**src/rtl/instr_fetch_unit_pkg.sv**
```systemverilog
// -----------------------------------------------------------------------------
// instr_fetch_unit_pkg
// Shared definitions for the instruction fetch stage: the fetch state
// encoding, the byte offset between consecutive instruction words, the
// word-alignment mask, and a helper that flags misaligned targets.
// -----------------------------------------------------------------------------
package instr_fetch_unit_pkg;

  // Fetch sequencer states.
  typedef enum logic [1:0] {
    ST_IDLE  = 2'd0,
    ST_FETCH = 2'd1,
    ST_HOLD  = 2'd2,
    ST_DRAIN = 2'd3
  } fetch_state_e;

  // Byte distance between sequential instructions.
  localparam int unsigned WORD_OFFSET = 32'd4;
  // Number of byte-offset bits dropped to form a word address.
  localparam int unsigned WORD_SHIFT  = $clog2(WORD_OFFSET);
  // Low PC bits that must be zero for a word-aligned address.
  localparam logic [1:0]  ALIGN_MASK  = 2'b11;

  // True when the byte-offset bits of an address are not word aligned.
  function automatic logic is_misaligned(input logic [1:0] low_bits);
    return ((low_bits & ALIGN_MASK) != 2'b00);
  endfunction

endpackage

```
**src/rtl/instr_fetch_unit.sv**
```systemverilog
// -----------------------------------------------------------------------------
// instr_fetch_unit
// Fetch stage between the program counter and decode. Requests the word at
// the current PC from instruction memory (req/ack), captures the returned
// instruction together with its PC and offers the pair to decode
// (valid/ready). Drives the PC increment/load controls and handles
// branch/jump redirects from execute, including draining a memory request
// that was already in flight when the redirect arrived.
//
// Ports:
//   clk, reset        clock and asynchronous active-high reset
//   pc_value          current PC from the program counter
//   pc_increment      PC += 4 at the next edge (combinational)
//   pc_load           PC <= pc_target at the next edge (combinational)
//   pc_target         word-aligned redirect target (combinational)
//   imem_req/addr     memory request and word address, held until ack
//   imem_ack/rdata    memory read data valid / instruction word
//   redirect(_pc)     taken branch/jump and its target, from execute
//   instr_valid/ready decode handshake
//   instr, instr_pc   fetched instruction and its PC (registered)
//   align_fault       sticky flag: a redirect target was misaligned
// -----------------------------------------------------------------------------
module instr_fetch_unit
  import instr_fetch_unit_pkg::*;
#(
  parameter int DATA_WIDTH      = 32,
  parameter int IMEM_ADDR_WIDTH = 8
) (
  input  logic                       clk,
  input  logic                       reset,
  input  logic [DATA_WIDTH-1:0]      pc_value,
  output logic                       pc_increment,
  output logic                       pc_load,
  output logic [DATA_WIDTH-1:0]      pc_target,
  output logic                       imem_req,
  output logic [IMEM_ADDR_WIDTH-1:0] imem_addr,
  input  logic                       imem_ack,
  input  logic [DATA_WIDTH-1:0]      imem_rdata,
  input  logic                       redirect,
  input  logic [DATA_WIDTH-1:0]      redirect_pc,
  output logic                       instr_valid,
  input  logic                       instr_ready,
  output logic [DATA_WIDTH-1:0]      instr,
  output logic [DATA_WIDTH-1:0]      instr_pc,
  output logic                       align_fault
);

  fetch_state_e               state_r;
  fetch_state_e               state_next_s;
  logic [IMEM_ADDR_WIDTH-1:0] drain_addr_r;
  logic [IMEM_ADDR_WIDTH-1:0] fetch_addr_s;
  logic [DATA_WIDTH-1:0]      aligned_target_s;
  logic                       capture_s;
  logic                       clear_valid_s;
  logic                       drain_capture_s;
  logic                       fault_set_s;

  // Word address of the current PC and the word-aligned redirect target.
  assign fetch_addr_s     = pc_value[IMEM_ADDR_WIDTH+WORD_SHIFT-1:WORD_SHIFT];
  assign aligned_target_s = {redirect_pc[DATA_WIDTH-1:2], redirect_pc[1:0] & ~ALIGN_MASK};

  // Next-state logic plus all combinational outputs and register enables.
  always_comb begin
    state_next_s    = state_r;
    imem_req        = 1'b0;
    imem_addr       = {IMEM_ADDR_WIDTH{1'b0}};
    pc_increment    = 1'b0;
    pc_load         = 1'b0;
    pc_target       = {DATA_WIDTH{1'b0}};
    capture_s       = 1'b0;
    clear_valid_s   = 1'b0;
    drain_capture_s = 1'b0;
    fault_set_s     = 1'b0;

    // A redirect outranks everything except the start-up IDLE cycle.
    if (redirect && (state_r != ST_IDLE)) begin
      pc_load       = 1'b1;
      pc_target     = aligned_target_s;
      clear_valid_s = 1'b1;
      fault_set_s   = is_misaligned(redirect_pc[1:0]);
    end else begin
      pc_load = 1'b0;
    end

    case (state_r)
      ST_IDLE: begin
        state_next_s = ST_FETCH;
      end
      ST_FETCH: begin
        imem_req  = 1'b1;
        imem_addr = fetch_addr_s;
        if (redirect) begin
          // An unacknowledged request cannot be withdrawn: remember its
          // address so it can be completed and its data thrown away.
          if (imem_ack) begin
            state_next_s = ST_FETCH;
          end else begin
            state_next_s    = ST_DRAIN;
            drain_capture_s = 1'b1;
          end
        end else if (imem_ack) begin
          capture_s    = 1'b1;
          pc_increment = 1'b1;
          state_next_s = ST_HOLD;
        end else begin
          state_next_s = ST_FETCH;
        end
      end
      ST_HOLD: begin
        // A redirect drops the held word even if decode would take it.
        if (redirect || instr_ready) begin
          clear_valid_s = 1'b1;
          state_next_s  = ST_FETCH;
        end else begin
          state_next_s = ST_HOLD;
        end
      end
      ST_DRAIN: begin
        imem_req  = 1'b1;
        imem_addr = drain_addr_r;
        if (imem_ack) begin
          state_next_s = ST_FETCH;
        end else begin
          state_next_s = ST_DRAIN;
        end
      end
      default: begin
        state_next_s = ST_IDLE;
      end
    endcase
  end

  // Fetch state register.
  always_ff @(posedge clk or posedge reset) begin
    if (reset) begin
      state_r <= ST_IDLE;
    end else begin
      state_r <= state_next_s;
    end
  end

  // Captured instruction, its PC and the decode valid flag.
  always_ff @(posedge clk or posedge reset) begin
    if (reset) begin
      instr       <= {DATA_WIDTH{1'b0}};
      instr_pc    <= {DATA_WIDTH{1'b0}};
      instr_valid <= 1'b0;
    end else if (capture_s) begin
      instr       <= imem_rdata;
      instr_pc    <= pc_value;
      instr_valid <= 1'b1;
    end else if (clear_valid_s) begin
      instr_valid <= 1'b0;
    end
  end

  // Address of the abandoned request, held for the whole drain.
  always_ff @(posedge clk or posedge reset) begin
    if (reset) begin
      drain_addr_r <= {IMEM_ADDR_WIDTH{1'b0}};
    end else if (drain_capture_s) begin
      drain_addr_r <= fetch_addr_s;
    end
  end

  // Sticky misaligned-redirect flag, cleared only by reset.
  always_ff @(posedge clk or posedge reset) begin
    if (reset) begin
      align_fault <= 1'b0;
    end else if (fault_set_s) begin
      align_fault <= 1'b1;
    end
  end

endmodule

```
**config.mk**
```make
export PLATFORM = sky130hd
export DESIGN_NAME = instr_fetch_unit
export DESIGN_NICKNAME = d
export VERILOG_FILES = /design/src/rtl/instr_fetch_unit_pkg.sv /design/src/rtl/instr_fetch_unit.sv
export SDC_FILE = /design/constraint.sdc
export NUM_CORES = 1
export LEC_CHECK = 0
export BUFFER_PORTS_ARGS = -buffer_cell sky130_fd_sc_hd__buf_2
export CAP_MARGIN = 25
export CORE_MARGIN = 3
export CORE_UTILIZATION = 35
export CTS_BUF_LIST = sky130_fd_sc_hd__clkbuf_2 sky130_fd_sc_hd__clkbuf_4 sky130_fd_sc_hd__clkbuf_8
export DETAILED_ROUTE_END_ITERATION = 12
export PLACE_DENSITY_LB_ADDON = 0.12
export SYNTH_ARGS = -nofsm -noshare
export SYNTH_HDL_FRONTEND = slang
export SYNTH_SLANG_ARGS = --single-unit
```
**constraint.sdc**
```tcl
create_clock -name clk -period 2.9 [get_ports clk]
set_clock_uncertainty 0.2 [all_clocks]
set_input_delay 0.58 -clock clk [delete_from_list [all_inputs] [get_ports clk]]
set_output_delay 0.58 -clock clk [all_outputs]
set_load 0.02 [all_outputs]
```
Word level (Yosys, flattened, before mapping) --
Cells that the tools add are included.
Word-level totals: flip-flop bits (word level) 76, input port bits 101, output and inout bits 109, logic and storage cells 36
Cells by class: equal/unequal tests 3, muxes and demuxes 20, reduce and logical (&&, ||, !) cells 7
Operator list (number):
- 32-bit two-way mux | 1
- 8-bit one-hot mux with 2 select lines | 1
- 1-bit two-way mux | 13
- 2-bit two-way mux | 4
- 2-bit one-hot mux with 4 select lines | 1
- 2-bit nonzero test | 3
- 2-bit equality test, second input constant | 2
- 2-bit by 1-bit equality test with 1-bit output, second input constant | 1
- 2-bit zero test | 1
- 2-bit OR reduction | 1
- 1-bit logical AND | 1
- 1-bit logical OR | 1

Depth between registers and ports, before layout --
Gate-level depths: netlist of the first run.
word-level depth 7, gate-level depth with buffers 6, mapped depth without buffers 4

Worst setup path after synthesis of the first run --
OpenSTA, ideal clock, no wires.
kind in2out, start point input redirect, end point output pc_target[22], data arrival time 1367 ps, required time 2120 ps, path slack 753 ps, stages 3, buffers on the path 1, cells stage by stage o21a_1 -> clkbuf_1 -> and2_1
Between the ends: longest elaborated chain between the ends 2
Ends and longest elaborated chain:
- from (decl) | line instr_fetch_unit.sv:39 | input logic redirect,
- 1-bit logical AND | line instr_fetch_unit.sv:76 | if (redirect && (state_r != ST_IDLE)) begin
- 32-bit two-way mux | line instr_fetch_unit.sv:76
- to (decl) | line instr_fetch_unit.sv:34 | output logic [DATA_WIDTH-1:0] pc_target,
Every way passes these cells.

Worst setup path after layout of the first run --
start point register state_r[0], end point output pc_target[10]
Between the ends: longest elaborated chain between the ends 3
Ends and longest elaborated chain:
- from (decl) | line instr_fetch_unit.sv:48 | fetch_state_e state_r;
- from (signal assigned) | line instr_fetch_unit.sv:138 | state_r <= state_next_s;
- 2-bit nonzero test | line instr_fetch_unit.sv:76
- 1-bit logical AND | line instr_fetch_unit.sv:76
- 32-bit two-way mux | line instr_fetch_unit.sv:76
Every way passes these cells.

==> impl_metrics.toml, run 1 <==
[logic_synthesis]
synth_ff_type = "dfrtp_1"
synth_edf_count = 0
async_flop_share = 1.00
seq_area_frac_synth = 0.548
synth_area_um2 = 3470
syn_avg_cell_area_um2 = 15.0
synth_seq_cells = 76
netlist_instances = 231
ys_types = 23
yosys_warnings = 0

[floorplan]
coreArea_um2 = 9460
die-height_um = 106
die-area_um2 = 11200
start_util = 0.367
io_pins = 210
die_x_um = 106
num_rows = 35

[worst_setup_path]
critPathSlowestCell = "dfrtp_1"
arrival_ns = 1.73
cpPeakStageDelay_ns = 0.62
start_kind = "flip-flop"
critPathRequiredTime_ns = 2.12
cp_max_fo = 32
crit_type = "reg2out"
cp-end-kind = "output port"
cp_cell_sequence = "o21a_1 -> buf_4 -> and2_1 -> buf_2"

[timing]
finalSetupViolations = 0
drv_slew = 0
rsz0062_at_grt = "false"
period_minus_slack_ns = 2.51
fin_setup_tns_ns = 0
fmax_mhz = 399
slew_headroom = 0.562
worst_pin_slew_ns = 0.656
finalHoldViolCount = 0
timing.final.crit_share = 0.865

[clock_network]
htreeDepth = 3
cts_buffer_depth = 2
ctsResizeCount = 0
cts.clk_slew.worst_paths_ns = 0.07
cts_tree = "done"
cts_setup_buffers = 0
cts_buffers = 9
clock-sinks = 76
root_buffer = "clkbuf_8"
worstSkewPairLatency_ns = 0.32
cts_hold_buf = 0

[run]
cap_violations = 0

[final_layout]
fin_util = 0.511
num-fill-cells = 907
fin_nets = 544
num_antenna_cells = 0
area_delta_synth_final_pct = 39.2
drive_gt1_frac = 0.679

[pwr]
leakage_nw = 2.68
pwr_density_cell_nw_per_um2 = 887
ir_drop_mv = 0.333

[global_route]
antenna_found_initial = 0
grt_pass1_wl_um = 13400
grt_max_degree = 43
track_usage = 0.150
grt_pass1_vias = 2614
grt_overflow_total = 0

[detailed_routing]
ant_nets = 0
drt_pass1_iterations = 4
drc_errors = 0
wirelength_um = 8350
viasPerCell = 4.44
drtIter0Drc = 73
via_count = 2548
wl_per_cell_um = 14.5

[place]
port_buffers = 207
place.gp.congestion = 0.731
dpl.hpwl_um = 6240

[hold_path]
hold_path.class = "in2async"

[run_status]
outcome = "complete, no violations"
[Yosys cell counts, types with 2 or more instances]
library cell | count | area, µm²
buf_2 | 2 | 10.0
and2_1 | 30 | 188
a22o_1 | 2 | 17.5
nand2_1 | 2 | 7.51
nor2b_1 | 8 | 50.1
mux2_4 | 49 | 736
ha_1 | 3 | 37.5
buf_6 | 6 | 67.6
clkbuf_1 | 5 | 18.8
buf_4 | 2 | 15.0
mux2i_1 | 9 | 90.1
dfrtp_1 | 76 | 1900
mux2_2 | 23 | 259
inv_1 | 5 | 18.8
[logic make-up after synthesis]
family,share of synthesized area
muxes,0.312
DFF,0.548
and+or+nand+nor,0.0764
buffers and inverters,0.0375
AOI/OAI and AO/OA,0.0141
adders and majority gates,0.0108
other,0.00108
[critical path, delay by kind of cell (launching register included)]
family / cells / cell delay (ns)
flip-flops: 1 / 0.62
AND/OR/NAND/NOR: 1 / 0.19
AO/OA/AOI/OAI: 1 / 0.19
buffers and inverters: 2 / 0.40
[metrics by stage]
step | power [mW] | setup slack [ns] | std cells | area, µm² | hold slack, ns
2_1_floorplan | 2.90 | 0.182 | 232 | 3480 | 0.279
3_3_place_gp | 3.50 | 0.582 | 558 | 4630 | 0.249
3_5_place_dp | 3.52 | 0.539 | 558 | 4630 | 0.253
4_1_cts | 4.37 | 0.333 | 574 | 4830 | 0.108
5_1_grt | 4.56 | 0.244 | 574 | 4830 | 0.136
6_report | 4.29 | 0.391 | 574 | 4830 | 0.108
[worst paths after layout]
| path | slack [ns] | start | cells past startpoint | endpoint |
|---|---|---|---|---|
| max | 0.39 | state_r[0] | 4 | pc_target[10] |
| min | 0.11 | reset | 2 | instr[24] |
| max reg2reg | 0.71 | state_r[0] | 4 | instr_pc[0] |
| min reg2reg | 0.26 | align_fault | 1 | align_fault |
| max in group asynchronous | 1.75 | reset | 3 | instr[20] |
| min in group clk | 0.26 | align_fault | 1 | align_fault |
[layout by cell type (no fill, tap or decap), drive strengths merged]
master	synthesis	routed
o22ai	1	1
dfrtp	76	76
mux2	72	72
mux2i	9	9
ha	3	3
and2b	1	1
nand2	2	2
inv	5	4
a22o	2	2
clkinv	0	4
a21oi	1	1
nand2b	1	1
and2	30	30
nor2b	8	8
bufinv	0	1
buf	10	212
a21o	1	1
o21a	1	1
conb	1	2
clkbuf	5	12
nor4	1	1
o21ai	1	1
[registers in the layout, indices dropped and copies added, names as in the netlist]
signal / flops
instr_pc: 32
state_r: 2
instr_valid: 1
drain_addr_r: 8
align_fault: 1
instr: 32
[power breakdown]
group,internal (mW),leakage [nW],switching [mW]
Sequential,1.46,0.892,0.210
Combinational,0.858,1.68,0.958
Clock,0.440,0.107,0.369
[per-layer routing]
metal,GRT usage,vias up,part of all wire
li1,-,1194,-
met1,0.195,1208,0.42
met2,0.238,141,0.48
met3,0.0514,5,0.095
met4,0.0444,0,0.0095
met5,0,-,0
[cell type report]
| cell class | instances | area (µm²) | area share |
|---|---|---|---|
| flip-flops and latches | 76 | 1900 | 0.393 |
| clock buffers | 12 | 153 | 0.0316 |
| multi-input cells | 136 | 1450 | 0.300 |
| clock inverters | 4 | 48.8 | 0.0101 |
| repair buffers | 212 | 1100 | 0.227 |
| well taps | 129 | 161 | 0.0334 |
| inverters | 5 | 20.0 | 0.00414 |
Note: power is estimated with default switching activity, not from simulation.
==> inputs of run 2 (changes only) <==
Settings changed: PLACE_DENSITY_LB_ADDON 0.12 to 0.15.
==> impl_metrics.toml, run 2 (same netlist as run 1, synthesis figures left out) <==
[run_status]
outcome = "complete, no violations"

[global_route]
grt_pass1_wl_um = 12800
antenna_found_initial = 0
grt_pass1_vias = 2510
track_usage = 0.143
grt_overflow_total = 0
grt_max_degree = 77

[place]
dpl.hpwl_um = 6070
port_buffers = 207
place.gp.congestion = 0.693
dp_cells = 558

[pwr]
leakage_nw = 2.68
pwr_density_cell_nw_per_um2 = 909
ir_drop_mv = 0.311

[detailed_routing]
wl_per_cell_um = 14.3
via_count = 2532
drtIter0Drc = 80
wirelength_um = 8180
drc_errors = 0
viasPerCell = 4.42
wl_met3_um = 782
wl_met2_um = 3890
drt_pass1_iterations = 4
top_layer = "met4"
drt-met1-wl_um = 3400
ant_nets = 0

[timing]
fin_setup_tns_ns = 0
rsz0062_at_grt = "false"
finalSetupViolations = 0
finalHoldViolCount = 0
drv_slew = 0
timing.final.crit_share = 0.863
period_minus_slack_ns = 2.50
fmax_mhz = 399

[final_layout]
num_antenna_cells = 0
area_delta_synth_final_pct = 40.3
layout_commonest_cell = "buf_2"
fin_nets = 544
reg_top3 = "instr x32, instr_pc x32, drain_addr_r x8"
layout_common_cells = "buf_2, dfrtp_1, mux2_4"
drive_gt1_frac = 0.678
fin_cells = 573

[clock_network]
cts_buffer_depth = 2
htreeDepth = 3
ctsResizeCount = 0
root_buffer = "clkbuf_8"
cts_setup_buffers = 0
worstSkewPairLatency_ns = 0.33
cts_buffers = 9
cts_tree = "done"
clock-sinks = 76
cts.clk_slew.worst_paths_ns = 0.08
cts_hold_buf = 0

[worst_setup_path]
start_kind = "flip-flop"
rrSetupSlack_ns = 0.89
arrival_ns = 1.72
startpoint = "state_r[0]"
cp-end-kind = "output port"
cp_max_fo = 32
rr_worst_depth = 4
critPathRequiredTime_ns = 2.12
r2r-start = "state_r[0]"
crit_type = "reg2out"
worstReg2RegEnd = "instr[25]"

[floorplan]
die_x_um = 106
start_util = 0.367
coreArea_um2 = 9460
die-area_um2 = 11200
die-height_um = 106
io_pins = 210
num_rows = 35

[run]
cap_violations = 0

[hold_path]
hold_path.class = "in2async"
[run 2: area by class of cell]
type | count | area (µm²)
Fill cell | 882 | 4590
Clock buffer | 9 | 124
Timing Repair Buffer | 212 | 1100
Clock inverter | 6 | 114
Tap cell | 129 | 161
Multi-Input combinational cell | 136 | 1450
Sequential cell | 76 | 1900
Inverter | 5 | 18.8
[run 2: metrics by stage]
| step | hold slack (ns) | instance area (µm²) | utilization | power (mW) | worst slack, ns |
|---|---|---|---|---|---|
| floorplan | 0.279 | 3480 | - | 2.90 | 0.182 |
| global placement | 0.251 | 4630 | 0.490 | 3.50 | 0.731 |
| detailed placement | 0.255 | 4630 | 0.490 | 3.52 | 0.708 |
| CTS | 0.136 | 4870 | 0.515 | 4.50 | 0.348 |
| global route | 0.156 | 4870 | 0.515 | 4.69 | 0.256 |
| finish | 0.143 | 4870 | 0.515 | 4.42 | 0.397 |
[run 2: worst max-delay path, cell delays in order, from the launching register on]
cell and delay, ns:
dfrtp_1 0.64, o21a_1 0.20, buf_4 0.23, and2_1 0.16
buf_2 0.16
[run 2: worst max path at each step]
stage / end / depth (start not counted)
after floorplan: align_fault / 1
after global placement: instr[20] / 6
after detailed placement: instr[25] / 6
after CTS: pc_target[21] / 4
after global routing: pc_target[14] / 4
final: pc_target[21] / 4
[run 2: routing by layer]
metal,track usage,vias up
met5,0,-
met3,0.0374,8
met4,0.0583,0
met2,0.228,144
met1,0.185,1187
li1,-,1193
[run 2: power by group]
group          total (mW)  internal [mW]  leakage, nW  switching, mW
combinational        1.81          0.858         1.68          0.951
sequential           1.67           1.46        0.892          0.211
clock               0.949          0.568        0.112          0.381
total                4.42           2.88         2.68           1.54
==> inputs of run 3 (changes only) <==
Settings changed: CORE_ASPECT_RATIO set to 0.75.
==> impl_metrics.toml, run 3 (same netlist as run 1, synthesis figures left out) <==
[clock_network]
clock-sinks = 76
cts.clk_slew.worst_paths_ns = 0.08
cts_hold_buf = 0
cts_tree = "done"
root_buffer = "clkbuf_8"
worstSkewPairLatency_ns = 0.34
htreeDepth = 3
cts_setup_buffers = 0
ctsResizeCount = 0
cts_buffers = 9
cts_buffer_depth = 2

[detailed_routing]
drt_pass1_iterations = 4
viasPerCell = 4.35
via_count = 2491
wirelength_um = 8590
wl_per_cell_um = 15.0
drc_errors = 0
drtIter0Drc = 81
ant_nets = 0

[timing]
finalHoldViolCount = 0
fmax_mhz = 407
timing.final.crit_share = 0.847
drv_slew = 0
worst_pin_slew_ns = 0.731
slew_headroom = 0.512
finalSetupViolations = 0
rsz0062_at_grt = "false"
period_minus_slack_ns = 2.46
fin_setup_tns_ns = 0

[worst_setup_path]
cp-end-kind = "output port"
crit_type = "reg2out"
critPathRequiredTime_ns = 2.12
r2r-start = "state_r[0]"
start_kind = "flip-flop"
cp_max_fo = 32
rrSetupSlack_ns = 0.85
worstReg2RegEnd = "instr_pc[0]"
rr_worst_depth = 5
arrival_ns = 1.68

[pwr]
p_clk_frac = 0.204
cellInternalPower_mw = 2.83
pwr-share-comb = 0.417
ir_drop_mv = 0.524
netSwitchingFraction = 0.355
pwr_density_cell_nw_per_um2 = 905
seq_power_share = 0.379
p_sw_mw = 1.56
leakage_nw = 2.68

[final_layout]
layout_commonest_cell = "buf_2"
layout_common_cells = "buf_2, dfrtp_1, mux2_4"
area_delta_synth_final_pct = 39.5
fin_util = 0.518
reg_top3 = "instr x32, instr_pc x32, drain_addr_r x8"
fin_nets = 543
fin_area_um2 = 4840
drive_gt1_frac = 0.678
num_antenna_cells = 0
num-fill-cells = 818

[place]
port_buffers = 207
place.gp.congestion = 0.699
dpl.hpwl_um = 6400
place_area_um2 = 4620

[global_route]
grt_pass1_vias = 2589
antenna_found_initial = 0
grt_overflow_total = 0
grt_max_degree = 64
grt_pass1_wl_um = 13400
track_usage = 0.154

[run]
cap_violations = 0

[floorplan]
coreArea_um2 = 9350
die-area_um2 = 11200
die-height_um = 92.3
io_pins = 210
start_util = 0.371
die_x_um = 121
num_rows = 30

[run_status]
outcome = "complete, no violations"

[hold_path]
hold_path.class = "in2async"
==> run 3: cell count changes in the layout (fill, tap and decap cells not counted) <==
cell,change
clkbuf_4,+1
clkinv_4,-1
bufinv_16,-1
clkinv_2,+3
clkbuf_8,+1
clkinvlp_4,-2
buf_4,-1
==> run 3: power groups by stage <==
stage	clock (mW)	sequential, mW	combinational (mW)
CTS	0.930	1.67	1.85
finish	0.893	1.66	1.83
floorplan	0	2.11	0.790
detailed placement	0	1.67	1.85
global route	0.967	1.72	1.95
global placement	0	1.66	1.84
==> run 3: how the worst max path moves through the flow <==
| stage | start | slack [ns] | end |
|---|---|---|---|
| final | state_r[1] | 0.44 | pc_target[28] |
| after global routing | state_r[1] | 0.22 | pc_target[17] |
| after CTS | state_r[1] | 0.39 | pc_target[28] |
| after detailed placement | redirect | 0.43 | pc_target[28] |
| after global placement | redirect | 0.49 | pc_target[12] |
| after floorplan | reset | 0.18 | align_fault |
==> run 3: metrics by stage <==
| stage | setup slack, ns | total power, mW | std cells | hold WS [ns] |
|---|---|---|---|---|
| 2_1_floorplan | 0.182 | 2.90 | 232 | 0.279 |
| 3_3_place_gp | 0.489 | 3.50 | 556 | 0.256 |
| 3_5_place_dp | 0.428 | 3.52 | 556 | 0.260 |
| 4_1_cts | 0.388 | 4.45 | 572 | 0.163 |
| 5_1_grt | 0.224 | 4.63 | 572 | 0.196 |
| 6_report | 0.444 | 4.38 | 572 | 0.150 |
==> run 3: critical path: stages (launching register included) <==
cell and delay [ns]:
dfrtp_1 0.37, o21a_1 0.57, and2_1 0.22, buf_2 0.16
==> run 3: routing by layer <==
layer,vias to the layer above,global-route usage,wire (µm)
li1,1191,-,-
met1,1163,0.196,3760
met2,126,0.235,3860
met3,11,0.0617,855
met4,0,0.0566,108
met5,-,0,0
==> run 3: cell type report <==
type / instances / area [µm²] / share of cell area
clock inverters: 5 / 75.1 / 0.0155
well taps: 128 / 160 / 0.0331
multi-input cells: 136 / 1450 / 0.300
repair buffers: 211 / 1090 / 0.225
clock buffers: 11 / 145 / 0.0300
inverters: 5 / 18.8 / 0.00387
flip-flops and latches: 76 / 1900 / 0.393
